**src/rtl/dram_seq_pkg.sv**
```systemverilog
// Shared types and constants for the DRAM RAS/CAS sequencer and its refresh timer.
package dram_seq_pkg;

    localparam int PHASE_W = 4;
    localparam int REF_W   = 10;

    localparam int DEF_ROW_SETUP      = 1;
    localparam int DEF_RAS_TO_MUX     = 1;
    localparam int DEF_MUX_TO_CAS     = 1;
    localparam int DEF_CAS_CYCLES     = 2;
    localparam int DEF_PRECHARGE      = 2;
    localparam int DEF_REFRESH_PERIOD = 400;

    typedef enum logic [3:0] {
        ST_IDLE,
        ST_ROW,
        ST_RAS,
        ST_COL,
        ST_CAS,
        ST_PRE,
        ST_REF_CAS,
        ST_REF_RAS,
        ST_REF_PRE
    } dram_state_e;

    // Phase counter reload value for a state lasting 'cycles' clocks.
    function automatic logic [PHASE_W-1:0] phase_load(input int cycles);
        return PHASE_W'(cycles - 1);
    endfunction

endpackage

```
**src/rtl/dram_refresh_timer.sv**
```systemverilog
// Free-running refresh interval timer with sticky pending and overrun flags.
module dram_refresh_timer
    import dram_seq_pkg::*;
#(
    parameter int REFRESH_PERIOD = DEF_REFRESH_PERIOD
)(
    input  logic clk_i,
    input  logic rst_ni,
    input  logic clr_i,
    output logic pend_o,
    output logic ovr_o
);

    logic [REF_W-1:0] cnt_q, cnt_d;
    logic             pend_q, pend_d;
    logic             ovr_q, ovr_d;
    logic             due;

    // A new request due in the same cycle the old one is serviced stays pending.
    always_comb begin
        due    = (cnt_q == '0);
        cnt_d  = due ? REF_W'(REFRESH_PERIOD - 1) : cnt_q - REF_W'(1);
        pend_d = due | (pend_q & ~clr_i);
        ovr_d  = ovr_q | (due & pend_q);
    end

    always_ff @(posedge clk_i or negedge rst_ni) begin
        if (!rst_ni) begin
            cnt_q  <= REF_W'(REFRESH_PERIOD - 1);
            pend_q <= 1'b0;
            ovr_q  <= 1'b0;
        end else begin
            cnt_q  <= cnt_d;
            pend_q <= pend_d;
            ovr_q  <= ovr_d;
        end
    end

    assign pend_o = pend_q;
    assign ovr_o  = ovr_q;

endmodule

```
**src/rtl/dram_ras_cas_sequencer.sv**
```systemverilog
// DRAM RAS/CAS/mux-select sequencer; CAS-before-RAS refresh built in only
// when DRAM_SEQ_REFRESH_EN is defined.
module dram_ras_cas_sequencer
    import dram_seq_pkg::*;
#(
    parameter int ROW_SETUP      = DEF_ROW_SETUP,
    parameter int RAS_TO_MUX     = DEF_RAS_TO_MUX,
    parameter int MUX_TO_CAS     = DEF_MUX_TO_CAS,
    parameter int CAS_CYCLES     = DEF_CAS_CYCLES,
    parameter int PRECHARGE      = DEF_PRECHARGE,
    parameter int REFRESH_PERIOD = DEF_REFRESH_PERIOD
)(
    input  logic CLK,
    input  logic _RST,
    input  logic REQ,
    input  logic RW,
    output logic ACK,
    output logic BUSY,
    output logic S,
    output logic _OE,
    output logic _RAS,
    output logic _CAS,
    output logic _WE,
    output logic REF_OVR
);

    dram_state_e        state_q, state_d;
    logic [PHASE_W-1:0] phase_q, phase_d;
    logic               wr_q, wr_d;
    logic               done;
    logic ack_q, busy_q, s_q, oe_n_q, ras_n_q, cas_n_q, we_n_q;
    logic ack_d, busy_d, s_d, oe_n_d, ras_n_d, cas_n_d, we_n_d;

`ifdef DRAM_SEQ_REFRESH_EN
    logic ref_pend;
    logic ref_clr;

    assign ref_clr = (state_q == ST_IDLE) && ref_pend;

    dram_refresh_timer #(
        .REFRESH_PERIOD(REFRESH_PERIOD)
    ) u_refresh (
        .clk_i (CLK),
        .rst_ni(_RST),
        .clr_i (ref_clr),
        .pend_o(ref_pend),
        .ovr_o (REF_OVR)
    );
`else
    assign REF_OVR = 1'b0;
`endif

    always_comb begin
        state_d = state_q;
        wr_d    = wr_q;
        done    = (phase_q == '0);
        phase_d = done ? phase_q : phase_q - PHASE_W'(1);
        case (state_q)
            ST_IDLE: begin
`ifdef DRAM_SEQ_REFRESH_EN
                if (ref_pend) begin
                    state_d = ST_REF_CAS;
                    phase_d = phase_load(1);
                end else
`endif
                if (REQ) begin
                    state_d = ST_ROW;
                    phase_d = phase_load(ROW_SETUP);
                    wr_d    = ~RW;
                end
            end
            ST_ROW: if (done) begin
                state_d = ST_RAS;
                phase_d = phase_load(RAS_TO_MUX);
            end
            ST_RAS: if (done) begin
                state_d = ST_COL;
                phase_d = phase_load(MUX_TO_CAS);
            end
            ST_COL: if (done) begin
                state_d = ST_CAS;
                phase_d = phase_load(CAS_CYCLES);
            end
            ST_CAS: if (done) begin
                state_d = ST_PRE;
                phase_d = phase_load(PRECHARGE);
            end
            ST_PRE: if (done) begin
                state_d = ST_IDLE;
            end
`ifdef DRAM_SEQ_REFRESH_EN
            ST_REF_CAS: if (done) begin
                state_d = ST_REF_RAS;
                phase_d = phase_load(CAS_CYCLES + 1);
            end
            ST_REF_RAS: if (done) begin
                state_d = ST_REF_PRE;
                phase_d = phase_load(1);
            end
            ST_REF_PRE: if (done) begin
                state_d = ST_PRE;
                phase_d = phase_load(PRECHARGE);
            end
`endif
            default: begin
                state_d = ST_IDLE;
                phase_d = '0;
            end
        endcase
    end

    // Outputs are decoded from the next state so each pin is a flop aligned with state_q.
    always_comb begin
        ack_d   = (state_d == ST_CAS) && (phase_d == '0);
        busy_d  = (state_d != ST_IDLE);
        s_d     = state_d inside {ST_COL, ST_CAS};
        oe_n_d  = !(state_d inside {ST_ROW, ST_RAS, ST_COL, ST_CAS});
        ras_n_d = !(state_d inside {ST_RAS, ST_COL, ST_CAS, ST_REF_RAS, ST_REF_PRE});
        cas_n_d = !(state_d inside {ST_CAS, ST_REF_CAS, ST_REF_RAS});
        we_n_d  = !(wr_d && (state_d inside {ST_ROW, ST_RAS, ST_COL, ST_CAS}));
    end

    always_ff @(posedge CLK or negedge _RST) begin
        if (!_RST) begin
            state_q <= ST_IDLE;
            phase_q <= '0;
            wr_q    <= 1'b0;
            ack_q   <= 1'b0;
            busy_q  <= 1'b0;
            s_q     <= 1'b0;
            oe_n_q  <= 1'b1;
            ras_n_q <= 1'b1;
            cas_n_q <= 1'b1;
            we_n_q  <= 1'b1;
        end else begin
            state_q <= state_d;
            phase_q <= phase_d;
            wr_q    <= wr_d;
            ack_q   <= ack_d;
            busy_q  <= busy_d;
            s_q     <= s_d;
            oe_n_q  <= oe_n_d;
            ras_n_q <= ras_n_d;
            cas_n_q <= cas_n_d;
            we_n_q  <= we_n_d;
        end
    end

    assign ACK  = ack_q;
    assign BUSY = busy_q;
    assign S    = s_q;
    assign _OE  = oe_n_q;
    assign _RAS = ras_n_q;
    assign _CAS = cas_n_q;
    assign _WE  = we_n_q;

endmodule

```
**config.mk**
```make
export PLATFORM = sky130hd
export DESIGN_NAME = dram_ras_cas_sequencer
export DESIGN_NICKNAME = d
export VERILOG_FILES = /design/src/rtl/dram_seq_pkg.sv /design/src/rtl/dram_refresh_timer.sv /design/src/rtl/dram_ras_cas_sequencer.sv
export SDC_FILE = /design/constraint.sdc
export NUM_CORES = 1
export LEC_CHECK = 0
export CORE_MARGIN = 2
export CORE_UTILIZATION = 47
export CTS_BUF_LIST = sky130_fd_sc_hd__clkbuf_16
export CTS_CLUSTER_DIAMETER = 150
export DETAILED_ROUTE_END_ITERATION = 12
export GPL_ROUTABILITY_DRIVEN = 0
export PLACE_DENSITY = 0.77
export SYNTH_ARGS = -nofsm -noshare
export SYNTH_HDL_FRONTEND = slang
export SYNTH_SLANG_ARGS = --single-unit
export TNS_END_PERCENT = 100
```
**constraint.sdc**
```tcl
create_clock -name CLK -period 2.15 [get_ports CLK]
set_clock_uncertainty 0.1 [all_clocks]
set_input_delay 0.5375 -clock CLK [delete_from_list [all_inputs] [get_ports CLK]]
set_output_delay 0.5375 -clock CLK [all_outputs]
set_load 0.02 [all_outputs]
```
== After elaboration in Yosys (flattened, before gate mapping) ==
Cells that the tools add are included.
Cells by class
  $add $sub $neg: 1
  equal/unequal tests: 12
  mux-type cells: 14
  bitwise gates (word level): 1
  reduce and logical (&&, ||, !) cells: 16
Operators with widths (number)
  4-bit two-way mux: 10
  4-bit case mux with 6 select lines: 1
  4-bit by 3-bit equality test with 1-bit output, second input constant: 5
  4-bit by 2-bit equality test with 1-bit output, second input constant: 4
  4-bit case mux with 4 select lines: 1
  4-bit zero test: 3
  4-bit by 1-bit equality test with 1-bit output, second input constant: 2
  4-bit nonzero test: 2
  5-bit nonzero test: 1
  4-bit equality test, second input constant: 1
  1-bit zero test: 4
  2-bit OR reduction: 2
  4-bit by 1-bit subtractor with 4-bit output, second input constant: 1
  3-bit nonzero test: 1
  1-bit logical AND: 2
  1-bit two-way mux: 2
  2-bit nonzero test: 1
  1-bit inverter: 1
Storage, ports and cells
  flip-flop bits (word level): 16
  input bits: 4
  output and inout port bits: 8
  word-level logic and storage cells: 54

== Longest topological paths before layout ==
  depth after elaboration: 7
  depth in mapped cells: 9
  mapped depth without buffers: 9

== Least setup slack after synthesis ==
No wires, ideal clock.
  path kind: register -> register
  start point: reg phase_q[0]
  end point: reg ack_q (netlist: ACK)
  library setup time: 111 ps
  data arrival time: 2023 ps
  required time: 1939 ps
  path slack: -85 ps
  cell stages (with the launch flop): 10
  path buffers: 0
  clock period less this slack: 2235 ps
  cells stage by stage: dfrtp_1 -> inv_1 -> ha_1 -> nor3b_2 -> inv_1 -> ha_1 -> nor4_1 -> a211oi_1 -> o22ai_1 -> a2111oi_2
On the way
  longest elaborated chain between the ends: 6
  elaborated cells between the ends (all ways): 16
  those cells by class: 1 x add/sub; 1 x eq/ne; 11 x mux; 3 x reduce/logical
RTL lines
  from (decl): RTL line dram_ras_cas_sequencer.sv:28  | logic [PHASE_W-1:0] phase_q, phase_d;
  from (signal assigned): RTL line dram_ras_cas_sequencer.sv:137  | phase_q <= phase_d;
  4-bit by 1-bit subtractor with 4-bit output / 4-bit zero test (equally long branches): RTL line dram_ras_cas_sequencer.sv:57, dram_ras_cas_sequencer.sv:56
  4-bit two-way mux: RTL line dram_ras_cas_sequencer.sv:57  | phase_d = done ? phase_q : phase_q - PHASE_W'(1);
  4-bit two-way mux (on tied branches)
  4-bit case mux with 4 select lines: RTL line dram_ras_cas_sequencer.sv:58  | case (state_q)
  4-bit zero test: RTL line dram_ras_cas_sequencer.sv:114  | ack_d = (state_d == ST_CAS) && (phase_d == '0);
  1-bit logical AND (*): RTL line dram_ras_cas_sequencer.sv:114
  via ack_d: RTL line dram_ras_cas_sequencer.sv:32  | logic ack_d, busy_d, s_d, oe_n_d, ras_n_d, cas_n_d, we_n_d;
  to (signal assigned): RTL line dram_ras_cas_sequencer.sv:139  | ack_q <= ack_d;
  to (decl): RTL line dram_ras_cas_sequencer.sv:31  | logic ack_q, busy_q, s_q, oe_n_q, ras_n_q, cas_n_q, we_n_q;
The timed path passes the listed nets; every way through them passes the cells marked *.

== Worst setup path after layout ==
  start point: reg phase_q[1]
  end point: reg ack_q (netlist: ACK)
Same word-level chain as after synthesis.

==> qor.json <==
{
  "outcome": {"value": "completed"},
  "core_region_area": {"value": 0.001764, "unit": "mm2"},
  "cts_buffers": {"value": 3},
  "final_cell_count_without_fillers": {"value": 135},
  "first_pass_grt_wire_length": {"value": 3.042, "unit": "mm"},
  "commonest_non_fill_non_tap_cell_in_the_layout": {"value": "dfrtp_1"},
  "layout.cells.most_common_list": {"value": "12 x dfrtp_1, 10 x clkdlybuf4s50_1, 10 x buf_4"},
  "crit_path_end_kind": {"value": "flop"},
  "fin_ws": {"value": 0.08728, "unit": "ns"},
  "peakVddDrop": {"value": 0.0008492, "unit": "V"},
  "switching_power": {"value": 0.6790, "unit": "mW"},
  "crit_path_max_incr_delay": {"value": 0.39, "unit": "ns"},
  "data_required_time_at_the_worst_endpoint": {"value": 2.19, "unit": "ns"},
  "place_worst_setup_slack": {"value": -0.02251, "unit": "ns"},
  "cts.sink_count": {"value": 16},
  "finalWirelength": {"value": 1.950, "unit": "mm"},
  "clock.fmax": {"value": 0.4848, "unit": "GHz"},
  "routed_via_density": {"value": 5.459},
  "drc_errors": {"value": 0},
  "portion_of_the_post_synthesis_area_used_by_sequential_elements": {"value": 0.4506},
  "num_antenna_cells": {"value": 0},
  "postSynthCellCount": {"value": 90},
  "post_synth.cell_area_avg": {"value": 9.996, "unit": "um2"},
  "ys_top_cells_by_area": {"value": "dfrtp_1 33%, dfstp_2 12%, ha_1 4.2%"},
  "min_period_over_period": {"value": 0.9594},
  "ys_seq_elements": {"value": 16},
  "num-nets-final": {"value": 118},
  "initialDrtViolationCount": {"value": 32},
  "internal-power": {"value": 1.107, "unit": "mW"},
  "sequentialPowerShare": {"value": 0.277},
  "die_h": {"value": 47.75, "unit": "um"},
  "dp.final_hpwl": {"value": 1.379, "unit": "mm"},
  "drt_first_pass_iters": {"value": 4},
  "power_density_normalized_to_cell_area": {"value": 1495, "unit": "mW/mm2"},
  "vias": {"value": 737},
  "setup_viol": {"value": 0},
  "criticalPathCategory": {"value": "reg -> reg"},
  "cp_cell_sequence": {"value": "inv_2 -> ha_4 -> nor3b_4 -> inv_2 -> ha_4 -> inv_1 -> a211oi_2 -> o22ai_2 -> a2111oi_2"},
  "post-place-cells": {"value": 131},
  "grt_pass1_vias": {"value": 676},
  "clkLatencyLatePin": {"value": 0.25, "unit": "ns"},
  "ys_warn_count": {"value": 0},
  "clkTransAtPathRegs": {"value": 0.05, "unit": "ns"},
  "arrival": {"value": 2.10, "unit": "ns"},
  "cts_htree_levels": {"value": 1},
  "synth.distinct_cells": {"value": 40},
  "final_antenna_net_count": {"value": 0},
  "postPlaceCellArea": {"value": 0.001075, "unit": "mm2"},
  "final_design_area_no_fill": {"value": 0.001195, "unit": "mm2"},
  "wire_per_inst": {"value": 14.44, "unit": "um"},
  "tritoncts_clock_tree": {"value": "yes"},
  "share_of_the_synthesized_area_in_the_top_cell_type": {"value": 0.3338},
  "power.static_leakage": {"value": 0.5267, "unit": "nW"},
  "crit_path_max_fanout": {"value": 2},
  "initial_core_util": {"value": 0.5099},
  "slowest_stage": {"value": "dfrtp_1"},
  "chipWidth": {"value": 47.75, "unit": "um"},
  "netlist.top_cell.by_area": {"value": "dfrtp_1"},
  "share_of_layout_cells_above_drive_strength_1": {"value": 0.2818},
  "clockPowerShare": {"value": 0.205},
  "p_sw_frac": {"value": 0.3802},
  "grt_start_max_net_pins": {"value": 17},
  "power_frac_comb": {"value": 0.518},
  "fin_tns_setup": {"value": 0, "unit": "ns"},
  "slew_viol_final": {"value": 0},
  "area_of_the_die": {"value": 0.002280, "unit": "mm2"},
  "cts_setup_buffers": {"value": 0},
  "gr-usage-all-layers": {"value": 0.2009},
  "crit_path_start_kind": {"value": "flop"},
  "io_pins": {"value": 12},
  "clk_path_buf_depth": {"value": 2},
  "numPortBuffers": {"value": 10},
  "placementRows": {"value": 15},
  "finalHoldViolCount": {"value": 0},
  "grt-ovfl-total": {"value": 0},
  "post-route-min-period": {"value": 2.063, "unit": "ns"},
  "timing.hold.worst.class": {"value": "reg -> reg"},
  "cell_area_after_technology_mapping": {"value": 899.6, "unit": "um2"},
  "grt_antenna_before_repair": {"value": 0},
  "rsz_0062_raised_after_global_routing": {"value": "true"},
  "flow.area_growth_from_synthesis": {"value": 32.82, "unit": "%"},
  "root_buffer": {"value": "clkbuf_16"},
  "final.hold.worst_slack": {"value": 0.5145, "unit": "ns"},
  "max_cap_violations": {"value": 0}
}
-- cell usage after synthesis (all sizes together) --
master / n
a21oi: 6
nor2b: 2
nand2: 4
a211oi: 1
a221o: 1
nand2b: 2
nand3b: 1
and4bb: 1
nor4: 1
ha: 3
a31oi: 1
or4b: 1
a2bb2oi: 1
and2b: 1
clkbuf: 1
or3b: 1
nor2: 7
nor3b: 2
nand3: 2
o211ai: 1
inv: 7
o21a: 1
o22ai: 1
buf: 4
xor2: 2
o21bai: 1
and2: 3
or3: 1
a41oi: 1
dfrtp: 12
o2111ai: 1
a21o: 2
a2111oi: 1
dfstp: 4
o21ai: 3
nor3: 5
conb: 1
-- cells by family (layout without fill, tap and decap cells) --
family                     Yosys count  count (layout)  share of synthesized area
AOI/OAI and AO/OA                   22              22                     0.1725
xor gates and xnor gates             2               2                    0.01948
adders and majority gates            3               3                    0.04173
buffers and inverters               12              31                    0.08902
DFF                                 16              16                     0.4506
other                                1               2                   0.004168
and+or+nand+nor                     34              34                     0.2225
-- through the flow --
| stage | total power [mW] | util |
|---|---|---|
| after floorplan | 1.039 | - |
| final | 1.786 | 0.6773 |
| after global placement | 1.302 | 0.6092 |
| after global routing | 1.906 | 0.6773 |
| after CTS | 1.708 | 0.6539 |
| after detailed placement | 1.328 | 0.6092 |
-- power groups by stage --
stage	clock network [mW]	logic (mW)	registers (mW)
2_1_floorplan	0	0.547	0.492
3_3_place_gp	0	0.814	0.487
3_5_place_dp	0	0.836	0.492
4_1_cts	0.372	0.848	0.488
5_1_grt	0.385	1.01	0.506
6_report	0.365	0.925	0.495
-- flip-flops by register name (all words and copies together), names as in the netlist --
name	cells
ACK	1
BUSY	1
S	1
_CAS	1
_OE	1
_RAS	1
_WE	1
phase_q	4
state_q	4
wr_q	1
-- path summary, 6_finish.rpt --
path | depth (start not counted) | to | start | slack, ns
min in group asynchronous | 2 | phase_q[3]$_DFF_PN0_ | _RST | 0.52
worst max register to register | 9 | ACK$_DFF_PN0_ | phase_q[1]$_DFF_PN0_ | 0.09
worst min register to register | 1 | S$_DFF_PN0_ | state_q[3]$_DFF_PN0_ | 0.51
worst min-delay path | 1 | S$_DFF_PN0_ | state_q[3]$_DFF_PN0_ | 0.51
max in group asynchronous | 2 | _RAS$_DFF_PN1_ | _RST | 1.19
worst max-delay path | 9 | ACK$_DFF_PN0_ | phase_q[1]$_DFF_PN0_ | 0.09
-- cell type report --
type	count	area, um2
clock inverters	1	3.754
well taps	25	31.28
inverters	7	26.28
multi-input cells	63	478.0
flip-flops and latches	16	405.4
repair buffers	20	175.2
fillers	150	569.3
clock buffers	3	75.07
-- routing by layer --
metal  vias to the layer above  global-route usage  wire length (um)
li1                        352                   -                 -
met1                       352              0.2500               782
met2                        29              0.3360              1028
met3                         4             0.04528               117
met4                         0             0.08108                21
met5                         -                   0                 0
-- worst max-delay path: cells and delay by family (launching register included) --
family / cells / cell delay (ns)
AO/OA/AOI/OAI: 3 / 0.67
buffers and inverters: 3 / 0.19
adder cells (fa/ha/maj): 2 / 0.39
flip-flops: 1 / 0.39
AND/OR/NAND/NOR: 1 / 0.21
-- repair_timing --
action / 4_1_cts / 5_1_grt
pin swaps: 2 / 4
hold endpoints to repair: 0 / 0
gates resized for setup: 0 / 8
setup endpoints to repair: 1 / 2
gates cloned: 0 / 0
hold buffers: 0 / 0
Power figures use the tool's default switching activity.
